[src/rtl/arith_div_pkg.sv]
// Shared types and constants for the sequential signed divider family.
package arith_div_pkg;

   typedef enum logic [1:0] {
      IDLE = 2'd0,
      ITER = 2'd1,
      FIX  = 2'd2,
      DONE = 2'd3
   } div_state_e;

   // Fill bit of the divide-by-zero quotient (all ones, i.e. -1).
   localparam logic Q_DIV0_BIT = 1'b1;

   function automatic int cnt_w(input int width);
      return (width <= 2) ? 1 : $clog2(width);
   endfunction

endpackage

[src/rtl/s_seq_div_cska4_if.sv]
// Operand/result handshake bundle of the sequential signed divider.
interface s_seq_div_cska4_if #(
   parameter int WIDTH = 4
);
   logic                    in_valid;
   logic                    in_ready;
   logic signed [WIDTH-1:0] a;
   logic signed [WIDTH-1:0] b;
   logic                    out_valid;
   logic                    out_ready;
   logic signed [WIDTH-1:0] q;
   logic signed [WIDTH-1:0] r;
   logic                    dz;
   logic                    ovf;

   modport master (
      output in_valid, a, b, out_ready,
      input  in_ready, out_valid, q, r, dz, ovf
   );

   modport slave (
      input  in_valid, a, b, out_ready,
      output in_ready, out_valid, q, r, dz, ovf
   );
endinterface

[src/rtl/s_seq_div_cska4_sub.sv]
// Carry-skip subtractor: a + ~b + 1, with the block carry bypassed when a whole block propagates.
module s_seq_div_cska4_sub #(
   parameter int W          = 5,
   parameter int SKIP_BLOCK = 4
) (
   input  logic [W-1:0] a,
   input  logic [W-1:0] b,
   output logic [W-1:0] diff,
   output logic         borrow_n
);

   logic [W-1:0] bn_w;
   logic [W-1:0] p_w;
   logic [W-1:0] g_w;
   logic         c_w;
   logic         blk_c_w;
   logic         prop_w;

   assign bn_w = ~b;
   assign p_w  = a ^ bn_w;
   assign g_w  = a & bn_w;

   always_comb begin
      diff    = '0;
      c_w     = 1'b1;
      blk_c_w = 1'b1;
      prop_w  = 1'b1;
      for (int i = 0; i < W; i++) begin
         if (i % SKIP_BLOCK == 0) begin
            c_w    = blk_c_w;
            prop_w = 1'b1;
         end
         prop_w  = prop_w & p_w[i];
         diff[i] = p_w[i] ^ c_w;
         c_w     = g_w[i] | (p_w[i] & c_w);
         // Block carry-out skips the ripple chain when every bit propagates.
         if ((i % SKIP_BLOCK == SKIP_BLOCK - 1) || (i == W - 1)) begin
            blk_c_w = prop_w ? blk_c_w : c_w;
         end
      end
      borrow_n = blk_c_w;
   end

endmodule

[src/rtl/s_seq_div_cska4.sv]
// Sequential signed radix-2 restoring divider, one quotient bit per cycle over a carry-skip subtractor.
module s_seq_div_cska4
   import arith_div_pkg::*;
#(
   parameter int WIDTH      = 4,
   parameter int SKIP_BLOCK = 4
) (
   input  logic              clk,
   input  logic              rst_n,
   s_seq_div_cska4_if.slave  div
);

   localparam int MW    = WIDTH + 1;
   localparam int CNT_W = cnt_w(WIDTH);
   localparam logic [WIDTH-1:0] MIN_VAL = {1'b1, {(WIDTH-1){1'b0}}};

   div_state_e         state_q, state_d;
   logic [CNT_W-1:0]   cnt_q, cnt_d;
   logic [MW-1:0]      rem_q, rem_d;
   logic [WIDTH-1:0]   dvd_q, dvd_d;
   logic [MW-1:0]      bmag_q, bmag_d;
   logic [WIDTH-1:0]   a_q, a_d;
   logic               sb_q, sb_d;
   logic               dzf_q, dzf_d;
   logic               ovff_q, ovff_d;
   logic [WIDTH-1:0]   q_q, q_d;
   logic [WIDTH-1:0]   r_q, r_d;
   logic               dz_q, dz_d;
   logic               ovf_q, ovf_d;
   logic               out_valid_q, out_valid_d;

   logic [MW-1:0]      shifted_w;
   logic [MW-1:0]      diff_w;
   logic               borrow_n_w;
   logic [WIDTH-1:0]   a_abs_w;
   logic [WIDTH-1:0]   b_abs_w;
   logic               sa_w;

   assign shifted_w = {rem_q[MW-2:0], dvd_q[WIDTH-1]};
   assign a_abs_w   = div.a[WIDTH-1] ? WIDTH'(-div.a) : div.a;
   assign b_abs_w   = div.b[WIDTH-1] ? WIDTH'(-div.b) : div.b;
   assign sa_w      = a_q[WIDTH-1];

   s_seq_div_cska4_sub #(
      .W          (MW),
      .SKIP_BLOCK (SKIP_BLOCK)
   ) u_cska_sub (
      .a        (shifted_w),
      .b        (bmag_q),
      .diff     (diff_w),
      .borrow_n (borrow_n_w)
   );

   always_ff @(posedge clk or negedge rst_n) begin
      if (!rst_n) begin
         state_q     <= IDLE;
         cnt_q       <= '0;
         rem_q       <= '0;
         dvd_q       <= '0;
         bmag_q      <= '0;
         a_q         <= '0;
         sb_q        <= 1'b0;
         dzf_q       <= 1'b0;
         ovff_q      <= 1'b0;
         q_q         <= '0;
         r_q         <= '0;
         dz_q        <= 1'b0;
         ovf_q       <= 1'b0;
         out_valid_q <= 1'b0;
      end else begin
         state_q     <= state_d;
         cnt_q       <= cnt_d;
         rem_q       <= rem_d;
         dvd_q       <= dvd_d;
         bmag_q      <= bmag_d;
         a_q         <= a_d;
         sb_q        <= sb_d;
         dzf_q       <= dzf_d;
         ovff_q      <= ovff_d;
         q_q         <= q_d;
         r_q         <= r_d;
         dz_q        <= dz_d;
         ovf_q       <= ovf_d;
         out_valid_q <= out_valid_d;
      end
   end

   always_comb begin
      state_d     = state_q;
      cnt_d       = cnt_q;
      rem_d       = rem_q;
      dvd_d       = dvd_q;
      bmag_d      = bmag_q;
      a_d         = a_q;
      sb_d        = sb_q;
      dzf_d       = dzf_q;
      ovff_d      = ovff_q;
      q_d         = q_q;
      r_d         = r_q;
      dz_d        = dz_q;
      ovf_d       = ovf_q;
      out_valid_d = out_valid_q;

      unique case (state_q)
         IDLE: begin
            if (div.in_valid) begin
               a_d     = div.a;
               sb_d    = div.b[WIDTH-1];
               dvd_d   = a_abs_w;
               bmag_d  = {1'b0, b_abs_w};
               rem_d   = '0;
               cnt_d   = CNT_W'(WIDTH - 1);
               dzf_d   = (div.b == '0);
               ovff_d  = (div.a == MIN_VAL) && (div.b == '1);
               state_d = ITER;
            end
         end
         ITER: begin
            // Restore by simply keeping the shifted remainder when the trial borrows.
            rem_d = borrow_n_w ? diff_w : shifted_w;
            dvd_d = {dvd_q[WIDTH-2:0], borrow_n_w};
            cnt_d = cnt_q - 1'b1;
            if (cnt_q == '0) begin
               state_d = FIX;
            end
         end
         FIX: begin
            if (dzf_q) begin
               q_d = {WIDTH{Q_DIV0_BIT}};
               r_d = a_q;
            end else begin
               q_d = WIDTH'((sa_w ^ sb_q) ? -{1'b0, dvd_q} : {1'b0, dvd_q});
               r_d = WIDTH'(sa_w ? -rem_q : rem_q);
            end
            dz_d    = dzf_q;
            ovf_d   = ovff_q;
            state_d = DONE;
         end
         DONE: begin
            // Results land one cycle ahead of out_valid, so the first DONE cycle only raises it.
            if (out_valid_q && div.out_ready) begin
               out_valid_d = 1'b0;
               state_d     = IDLE;
            end else begin
               out_valid_d = 1'b1;
            end
         end
         default: state_d = IDLE;
      endcase
   end

   assign div.in_ready  = (state_q == IDLE);
   assign div.out_valid = out_valid_q;
   assign div.q         = q_q;
   assign div.r         = r_q;
   assign div.dz        = dz_q;
   assign div.ovf       = ovf_q;

endmodule

[src/flat_wrapper.sv]
// flat-port wrapper written by rule: the top's interface ports become plain ports
module s_seq_div_cska4_flat import arith_div_pkg::*;
#(
   parameter int WIDTH      = 4,
   parameter int SKIP_BLOCK = 4
)
  (clk, rst_n, div_in_valid, div_a, div_b, div_out_ready, div_in_ready, div_out_valid, div_q, div_r, div_dz, div_ovf);
  s_seq_div_cska4_if #(.WIDTH(WIDTH)) div_i ();
  input  logic clk;
  input  logic rst_n;
  input wire logic [$bits(div_i.in_valid)-1:0] div_in_valid;
  input wire logic [$bits(div_i.a)-1:0] div_a;
  input wire logic [$bits(div_i.b)-1:0] div_b;
  input wire logic [$bits(div_i.out_ready)-1:0] div_out_ready;
  output wire logic [$bits(div_i.in_ready)-1:0] div_in_ready;
  output wire logic [$bits(div_i.out_valid)-1:0] div_out_valid;
  output wire logic [$bits(div_i.q)-1:0] div_q;
  output wire logic [$bits(div_i.r)-1:0] div_r;
  output wire logic [$bits(div_i.dz)-1:0] div_dz;
  output wire logic [$bits(div_i.ovf)-1:0] div_ovf;
  assign div_i.in_valid = div_in_valid;
  assign div_i.a = div_a;
  assign div_i.b = div_b;
  assign div_i.out_ready = div_out_ready;
  assign div_in_ready = div_i.in_ready;
  assign div_out_valid = div_i.out_valid;
  assign div_q = div_i.q;
  assign div_r = div_i.r;
  assign div_dz = div_i.dz;
  assign div_ovf = div_i.ovf;
  s_seq_div_cska4 #(.WIDTH(WIDTH), .SKIP_BLOCK(SKIP_BLOCK)) u_core (.clk(clk), .rst_n(rst_n), .div(div_i));
endmodule
[config.mk]
export PLATFORM = sky130hd
export DESIGN_NAME = s_seq_div_cska4_flat
export DESIGN_NICKNAME = d
export VERILOG_FILES = /design/src/rtl/arith_div_pkg.sv /design/src/rtl/s_seq_div_cska4_if.sv /design/src/rtl/s_seq_div_cska4_sub.sv /design/src/rtl/s_seq_div_cska4.sv /design/src/flat_wrapper.sv
export SDC_FILE = /design/constraint.sdc
export NUM_CORES = 1
export LEC_CHECK = 0
export BUFFER_PORTS_ARGS = -buffer_cell sky130_fd_sc_hd__buf_2
export CAP_MARGIN = 40
export CORE_MARGIN = 4
export CORE_UTILIZATION = 51
export DETAILED_ROUTE_END_ITERATION = 12
export GPL_TIMING_DRIVEN = 0
export MAX_ROUTING_LAYER = met4
export PLACE_DENSITY_LB_ADDON = 0.08
export SLEW_MARGIN = 0
export SYNTH_ARGS = -nofsm -noshare
export SYNTH_HDL_FRONTEND = slang
export SYNTH_SLANG_ARGS = --single-unit
export TNS_END_PERCENT = 30
[constraint.sdc]
create_clock -name clk -period 2.3 [get_ports clk]
set_input_delay 0.115 -clock clk [delete_from_list [all_inputs] [get_ports clk]]
set_output_delay 0.115 -clock clk [all_outputs]
set_load 0.01 [all_outputs]
==> Flow_metrics.wiki, run 1 <==
{| class="wikitable"
! Metric !! Value
|-
| Highest achievable clock rate || 0.440 GHz
|-
| Clk root buf || sky130_fd_sc_hd__clkbuf_8
|-
| Post-synth net total || 212
|-
| Post-layout net count || 245
|-
| Initial core utilization || 54.2%
|-
| Flops & latches, synth || 34
|-
| Sum of net half-perimeters after detailed placement || 2.92 mm
|-
| Share of total power in combinational logic || 49.7%
|-
| Most used flip-flop cell after synthesis || sky130_fd_sc_hd__dfrtp_1
|-
| Sequential share of the synthesized area || 45.6%
|-
| Maximum fanout along the worst path || 5
|-
| P_int || 1.82 mW
|-
| Final min period || 2.27 ns
|-
| Final setup violation count || 0
|-
| Slew margin rel. || 49.5%
|-
| Number of unique standard cell types used by synthesis || 32
|-
| Full die area || 4690 sq um
|-
| Crit path capture type || flop
|-
| Data arrival time of the critical path || 2.50 ns
|-
| Final worst setup slack || 0.0265 ns
|-
| Inst Count DP || 252
|-
| Routability-driven placement congestion ratio || 0.839
|-
| Routed via count || 1417
|-
| Initial antenna violation count || 0
|-
| Max Cap Viol || 0
|-
| Antenna cell count || 0
|-
| Cell depth of the worst flop-to-flop path || 10
|-
| DR WL/cell || 14.5 um
|-
| Wire length of the first global-routing pass || 6.35 mm
|-
| Via count normalized by instance count || 5.39
|-
| Fraction of power spent switching nets || 40.7%
|-
| Count of port buffers added during placement || 23
|-
| Worst clock skew || 0.00498 ns
|-
| Final design instance area without fill || 2180 sq um
|-
| Status || finished clean
|-
| Die height || 68.5 um
|-
| Most frequent cell after synthesis || sky130_fd_sc_hd__dfrtp_1
|-
| Count of warnings emitted by yosys || 0
|-
| Startpoint class of the critical path || flop
|-
| Die Width || 68.5 um
|-
| Setup WS pre-CTS || -0.225 ns
|-
| Largest cells by area after synthesis || sky130_fd_sc_hd__dfrtp_1 (46%), sky130_fd_sc_hd__ha_1 (9.4%), sky130_fd_sc_hd__mux2i_1 (5.9%), sky130_fd_sc_hd__mux2_2 (4.8%), sky130_fd_sc_hd__inv_1 (4.4%)
|-
| Leakage component of the power || 1.06 nW
|-
| Ratio of cells with drive above 1 in the final layout || 24.4%
|-
| Total congestion overflow after global routing || 0
|-
| Number of optimization iterations in the first detailed-route pass || 4
|-
| RSZ-0062 raised after global routing || yes
|-
| Number of flops mapped to enable cells by yosys || 0
|-
| Instance count along the most critical hold path || 2
|-
| Share of async-settable or async-resettable flops after synthesis || 100%
|-
| Total number of clock tree sinks || 34
|-
| Worst hold path class || primary input to flop
|-
| Power dissipated by switching net loads || 1.25 mW
|-
| Cell count after synthesis || 183
|-
| Proportion of netlist area held by the largest area contributor || 45.6%
|-
| Routed Wire Length || 3.83 mm
|-
| Post-route ant nets || 0
|-
| Number of H-tree levels || 2
|-
| Most instantiated cells after synthesis || sky130_fd_sc_hd__dfrtp_1 (34), sky130_fd_sc_hd__inv_1 (22), sky130_fd_sc_hd__nand2_1 (19)
|-
| Number of top-level pins || 24
|-
| Layout Utilization || 63.2%
|-
| Placed standard-cell area || 2040 sq um
|-
| CTS tree || done
|-
| Classification of the worst setup path || flop to flop
|-
| Hold violation total from the final report || 0
|-
| Via count of the first global-routing pass || 1403
|-
| Peak supply drop || 554 uV
|-
| Power per unit of standard cell area || 1410 nW/um^2
|-
| Fin crit share || 98.8%
|-
| CTS clk-pin slew, worst paths || 0.07 ns
|-
| Slew @ Worst Pin || 0.757 ns
|-
| Aggregate global-route resource usage || 19.0%
|-
| 1st-iter DRT viols || 60
|-
| Maximum number of pins on one net before global-route repair || 35
|-
| Clock share of power || 14.8%
|-
| Source-to-sink clock delay at the later pin of the worst-skew pair || 0.28 ns
|-
| Sum Neg Setup Slack || 0 ns
|-
| Non-filler instance count after layout || 263
|-
| Core area || 3440 sq um
|-
| Cell taking the most area after synthesis || sky130_fd_sc_hd__dfrtp_1
|-
| CTS Buf Count || 5
|-
| Layout overhead on the synthesized area || 16.8%
|-
| Critical path required time || 2.53 ns
|-
| Number of max-slew violations in the final report || 0
|-
| Seq pwr share || 35.5%
|-
| Max clock buf depth || 2
|-
| Standard-cell row count || 21
|-
| Post-synthesis average cell area || 10.2 sq um
|-
| Syn Std Cell Area || 1860 sq um
|-
| DRC violation count after routing || 0
|}
-- stage by stage --
stage | hold slack (ns) | power, mW
CTS | 0.0864 | 3.06
detailed placement | 0.221 | 2.57
floorplan | -0.181 | 2.14
finish | 0.0883 | 3.07
global route | 0.0929 | 3.36
global placement | 0.210 | 2.47
-- final timing paths --
kind                                 start         endpoint  slack (ns)
min                               div_a[2]    u_core.ovff_q        0.09
max in group asynchronous            rst_n  u_core.dvd_q[2]        1.38
min in group asynchronous            rst_n  u_core.rem_q[1]        0.43
max reg2reg                u_core.dvd_q[3]  u_core.rem_q[2]        0.03
max                        u_core.dvd_q[3]  u_core.rem_q[2]        0.03
min reg2reg                u_core.cnt_q[0]  u_core.cnt_q[0]        0.47
-- placed cells by master, fill, tap and decap left out, drive strengths merged, types with 2 or more instances in the layout --
master,synthesis,layout
dfrtp,34,34
buf,4,29
inv,23,23
nand2,19,19
o21ai,15,15
ha,14,14
nor2,11,11
mux2i,11,11
mux2,8,8
clkbuf,2,8
xnor2,6,6
a21oi,5,5
a31oi,4,4
a22o,3,3
fa,3,3
nand4,2,2
o41ai,2,2
nand2b,2,2
nand3,2,2
nor2b,2,2
-- power groups by stage --
stage	Sequential, mW	Combinational, mW	Clock (mW)
5_1_grt	1.12	1.75	0.494
6_report	1.09	1.53	0.455
3_3_place_gp	1.08	1.40	0
4_1_cts	1.08	1.52	0.462
2_1_floorplan	1.08	1.06	0
3_5_place_dp	1.09	1.48	0
-- repair_timing --
action,4_1_cts,5_1_grt
endpoints found under the setup margin,5,5
pin swaps,4,5
gates resized for setup,1,6
setup buffers,2,0
endpoints found under the hold margin,34,0
hold buffers,1,0
-- logic make-up after synthesis --
kind of cell / after synthesis / synth area share (%)
multiplexers: 19 / 10.7
AO/OA/AOI/OAI: 35 / 11.6
AND/OR/NAND/NOR: 43 / 10.5
flip-flops: 34 / 45.6
XOR/XNOR: 6 / 2.82
buffers and inverters: 29 / 6.11
adder cells (fa/ha/maj): 17 / 12.6
-- flip-flops by register name, indices dropped and copies added, names as in the netlist --
name,count
u_core.a_q,4
u_core.sb_q,1
u_core.cnt_q,2
u_core.state_q,2
u_core.dvd_q,4
u_core.div.out_valid,1
u_core.ovff_q,1
u_core.div.r,4
u_core.div.q,4
u_core.div.ovf,1
u_core.bmag_q,4
u_core.dzf_q,1
u_core.div.dz,1
u_core.rem_q,4
-- worst max-delay path, stage by stage, from the launching register on --
cell and delay, ns:
sky130_fd_sc_hd__dfrtp_1 0.38, sky130_fd_sc_hd__inv_2 0.07, sky130_fd_sc_hd__ha_4 0.15, sky130_fd_sc_hd__inv_2 0.05
sky130_fd_sc_hd__fa_2 0.19, sky130_fd_sc_hd__inv_2 0.04, sky130_fd_sc_hd__fa_2 0.36, sky130_fd_sc_hd__fa_2 0.35
sky130_fd_sc_hd__nand3b_1 0.24, sky130_fd_sc_hd__mux2i_1 0.24, sky130_fd_sc_hd__a22o_1 0.14
-- area by class of cell --
type / instances / area [sq um]
fill: 300 / 1260
multi-input combinational: 120 / 920
sequential: 34 / 851
timing repair buffer: 26 / 140
inverter: 23 / 86.3
clock buffer: 6 / 82.6
tap: 46 / 57.6
buffer: 6 / 27.5
clock inverter: 2 / 12.5
-- routing by layer --
metal  wire [um]  vias to the layer above  share of wire, %  track usage (%)
li1            -                      687                 -                -
met1        1720                      699                45             23.3
met2        1890                       27                49             31.0
met3         187                        4               4.9             5.42
met4          27                        0              0.71             4.47
met5           0                        -                 0                -
Power figures use the tool's default switching activity.
==> run 2, diff against run 1 <==
--- a/config.mk
+++ b/config.mk
@@ -5,7 +5,7 @@
 export SDC_FILE = /design/constraint.sdc
 export NUM_CORES = 1
 export LEC_CHECK = 0
-export BUFFER_PORTS_ARGS = -buffer_cell sky130_fd_sc_hd__buf_2
+export BUFFER_PORTS_ARGS = -buffer_cell sky130_fd_sc_hd__buf_4
 export CAP_MARGIN = 40
 export CORE_MARGIN = 4
 export CORE_UTILIZATION = 51
@@ -13,6 +13,7 @@
 export GPL_TIMING_DRIVEN = 0
 export MAX_ROUTING_LAYER = met4
 export PLACE_DENSITY_LB_ADDON = 0.08
+export REMOVE_ABC_BUFFERS = 1
 export SLEW_MARGIN = 0
 export SYNTH_ARGS = -nofsm -noshare
 export SYNTH_HDL_FRONTEND = slang
==> run 2 against run 1 <==
Compared with the run above:
- global-route usage fell by 0.70 points
- utilization rose by 1.1 points
- flip-flop and latch count did not move
- routed wire length fell by 9.5%
- setup slack got worse by 0.0014 ns
- highest routed layer unchanged
==> Flow_metrics.wiki, run 2 (synthesized netlist as in run 1, its figures left out) <==
{| class="wikitable"
! Metric !! Value
|-
| Die height || 68.5 um (unchanged)
|-
| Wire length on met1 || 1.59 mm (-7.6%)
|-
| Worst clock skew || 0.00317 ns (-0.00180 ns)
|-
| Instance count along the most critical hold path || 2 (unchanged)
|-
| Source-to-sink clock delay at the later pin of the worst-skew pair || 0.28 ns (about the same)
|-
| DRC violation count after routing || 0 (unchanged)
|-
| Destination of the worst hold path || u_core.ovff_q
|-
| Critical Path Max Stage Delay || 0.42 ns (+0.04 ns)
|-
| Peak supply drop || 766 uV (+38%)
|-
| Routability-driven placement congestion ratio || 0.792 (-5.6%)
|-
| Worst R2R Setup Slack || 0.03 ns (about the same)
|-
| Final min period || 2.27 ns (+0.00136 ns)
|-
| Fraction of power spent switching nets || 38.1% (-2.7 points)
|-
| CTS Buf Count || 5 (unchanged)
|-
| Initial antenna violation count || 0 (unchanged)
|-
| DR WL/cell || 13.5 um (-7.0%)
|-
| Fin crit share || 98.9% (about the same)
|-
| Seq pwr share || 34.8% (-0.7 points)
|-
| Number of optimization iterations in the first detailed-route pass || 4 (unchanged)
|-
| Data arrival time of the critical path || 2.43 ns (-0.07 ns)
|-
| Status || finished clean
|-
| 1st-iter DRT viols || 62 (+3.3%)
|-
| Highest achievable clock rate || 0.440 GHz (about the same)
|-
| RSZ-0062 raised after global routing || yes
|-
| Startpoint class of the critical path || flop
|-
| Clk root buf || sky130_fd_sc_hd__clkbuf_8
|-
| Classification of the worst setup path || flop to flop
|-
| Min-delay src || div_a[2]
|-
| Non-filler instance count after layout || 256 (-2.7%)
|-
| Post-layout net count || 239 (-2.4%)
|-
| Worst hold path class || primary input to flop
|-
| Critical path required time || 2.46 ns (-0.07 ns)
|-
| Layout Utilization || 64.3% (+1.1 points)
|-
| Crit Reg-Reg Endpoint || u_core.rem_q[1]
|-
| Crit path max-delay family || adder cells
|-
| Antenna cell count || 0 (unchanged)
|-
| Detail Route met3 WL || 142 um (-24%)
|-
| Leakage component of the power || 1.07 nW (+0.91%)
|-
| Max Cap Viol || 0 (unchanged)
|-
| Standard-cell row count || 21 (unchanged)
|-
| Total number of clock tree sinks || 34 (unchanged)
|-
| Hold violation total from the final report || 0 (unchanged)
|-
| Crit path capture type || flop
|-
| Wire length of the first global-routing pass || 6.11 mm (-3.8%)
|-
| Slew @ Worst Pin || 0.621 ns (-0.137 ns)
|-
| Routed via count || 1337 (-5.6%)
|-
| Maximum fanout along the worst path || 5 (unchanged)
|-
| Most used cell, CP || sky130_fd_sc_hd__inv_2
|-
| Critical path origin || u_core.dvd_q[3]
|-
| Detailed route wirelength on metal2 || 1.69 mm (-11%)
|-
| Layout overhead on the synthesized area || 18.8%
|-
| Leading cell type in the layout, fill and taps excluded || sky130_fd_sc_hd__dfrtp_1
|-
| Power dissipated by switching net loads || 1.19 mW (-5.0%)
|-
| Die Width || 68.5 um (unchanged)
|-
| CTS clk-pin slew, worst paths || 0.07 ns (about the same)
|-
| Clock share of power || 17.6% (+2.8 points)
|-
| Slew margin rel. || 58.6% (+9.1 points)
|-
| Post-route ant nets || 0 (unchanged)
|-
| Inst Count DP || 246 (-2.4%)
|-
| Number of H-tree levels || 2 (unchanged)
|-
| Sum of net half-perimeters after detailed placement || 2.68 mm (-8.4%)
|-
| Share of total power in combinational logic || 47.6% (-2.1 points)
|-
| Initial core utilization || 54.2% (unchanged)
|-
| Power per unit of standard cell area || 1410 nW/um^2 (about the same)
|-
| Total congestion overflow after global routing || 0 (unchanged)
|-
| Most used cells in the layout excluding fill and tap cells || sky130_fd_sc_hd__dfrtp_1 (34), sky130_fd_sc_hd__buf_4 (25), sky130_fd_sc_hd__inv_1 (19)
|-
| Full die area || 4690 sq um (unchanged)
|-
| Ratio of cells with drive above 1 in the final layout || 22.9% (-1.6 points)
|-
| Maximum number of pins on one net before global-route repair || 35 (unchanged)
|-
| Count of port buffers added during placement || 23 (unchanged)
|-
| Core area || 3440 sq um (unchanged)
|-
| Via count of the first global-routing pass || 1324 (-5.6%)
|-
| Via count normalized by instance count || 5.22 (-3.1%)
|-
| Number of max-slew violations in the final report || 0 (unchanged)
|-
| Top layer used by detailed routing || met4
|-
| Aggregate global-route resource usage || 18.3% (-0.70 points)
|-
| Routed Wire Length || 3.46 mm (-9.5%)
|-
| Cell depth of the worst flop-to-flop path || 11 (+1)
|-
| Startpoint of the worst-slack reg-to-reg timing path || u_core.dvd_q[3]
|-
| Critical-path cell list || inv_2 > ha_2 > inv_2 > fa_1 > inv_2 > fa_2 > fa_2 > nand3b_1 > buf_4 > nand3_1 > o211ai_1
|-
| P_int || 1.94 mW (+6.3%)
|-
| Final setup violation count || 0 (unchanged)
|-
| Standard cell with the maximum stage delay on the critical path || sky130_fd_sc_hd__fa_1
|-
| Max clock buf depth || 2 (unchanged)
|-
| Final worst hold slack || 0.0647 ns (-0.0235 ns)
|-
| Crit path buffers/inverters || 4 (+1)
|-
| Number of top-level pins || 24 (unchanged)
|-
| CTS tree || done
|}
==> run 2: metrics by stage <==
stage	total power, mW	area (sq um)	setup WS, ns	TNS (ns)
global route	3.43	2210	-0.103	-0.376
detailed placement	2.55	2070	-0.243	-0.946
finish	3.13	2210	0.0251	0
floorplan	2.10	1840	-0.0336	-0.101
CTS	3.15	2210	0.0127	0
global placement	2.47	2070	-0.175	-0.610
==> run 2: area by class of cell <==
type                       instances  area, sq um
sequential                        34          851
multi-input combinational        120          910
timing repair buffer              26          198
clock buffer                       6         82.6
fill                             289         1230
inverter                          23         86.3
tap                               46         57.6
clock inverter                     1         30.0
==> run 2: how the worst max path moves through the flow <==
stage	to	cells after the start
2_1_floorplan	u_core.rem_q[0]	10
3_3_place_gp	u_core.rem_q[0]	10
3_5_place_dp	u_core.rem_q[0]	10
4_1_cts	u_core.rem_q[1]	11
5_1_grt	u_core.rem_q[1]	11
6_report	u_core.rem_q[1]	11
==> run 2: worst reg2reg max path: stages (launching register included) <==
cell and delay [ns]:
sky130_fd_sc_hd__dfrtp_1 0.40, sky130_fd_sc_hd__inv_2 0.07, sky130_fd_sc_hd__ha_2 0.17, sky130_fd_sc_hd__inv_2 0.04, sky130_fd_sc_hd__fa_1 0.42, sky130_fd_sc_hd__inv_2 0.07
sky130_fd_sc_hd__fa_2 0.20, sky130_fd_sc_hd__fa_2 0.19, sky130_fd_sc_hd__nand3b_1 0.22, sky130_fd_sc_hd__buf_4 0.23, sky130_fd_sc_hd__nand3_1 0.07, sky130_fd_sc_hd__o211ai_1 0.09
==> run 2: per-layer routing <==
metal / vias to the layer above / GRT usage, %
met5: - / -
met4: 0 / 7.20
met3: 7 / 3.78
met2: 24 / 28.8
met1: 632 / 23.1
li1: 674 / -
==> run 2: what timing repair did <==
item,CTS,global route
gates cloned,0,0
pin swaps,3,0
gates resized for setup,5,2
setup endpoints to repair,5,6
setup buffers,2,0
hold buffers,1,0
hold endpoints to repair,34,0
==> run 2: power groups by stage <==
stage / clock, mW / combinational [mW] / sequential (mW)
6_report: 0.550 / 1.49 / 1.09
4_1_cts: 0.561 / 1.50 / 1.09
2_1_floorplan: 0 / 1.03 / 1.08
3_3_place_gp: 0 / 1.39 / 1.08
5_1_grt: 0.583 / 1.72 / 1.13
3_5_place_dp: 0 / 1.45 / 1.10
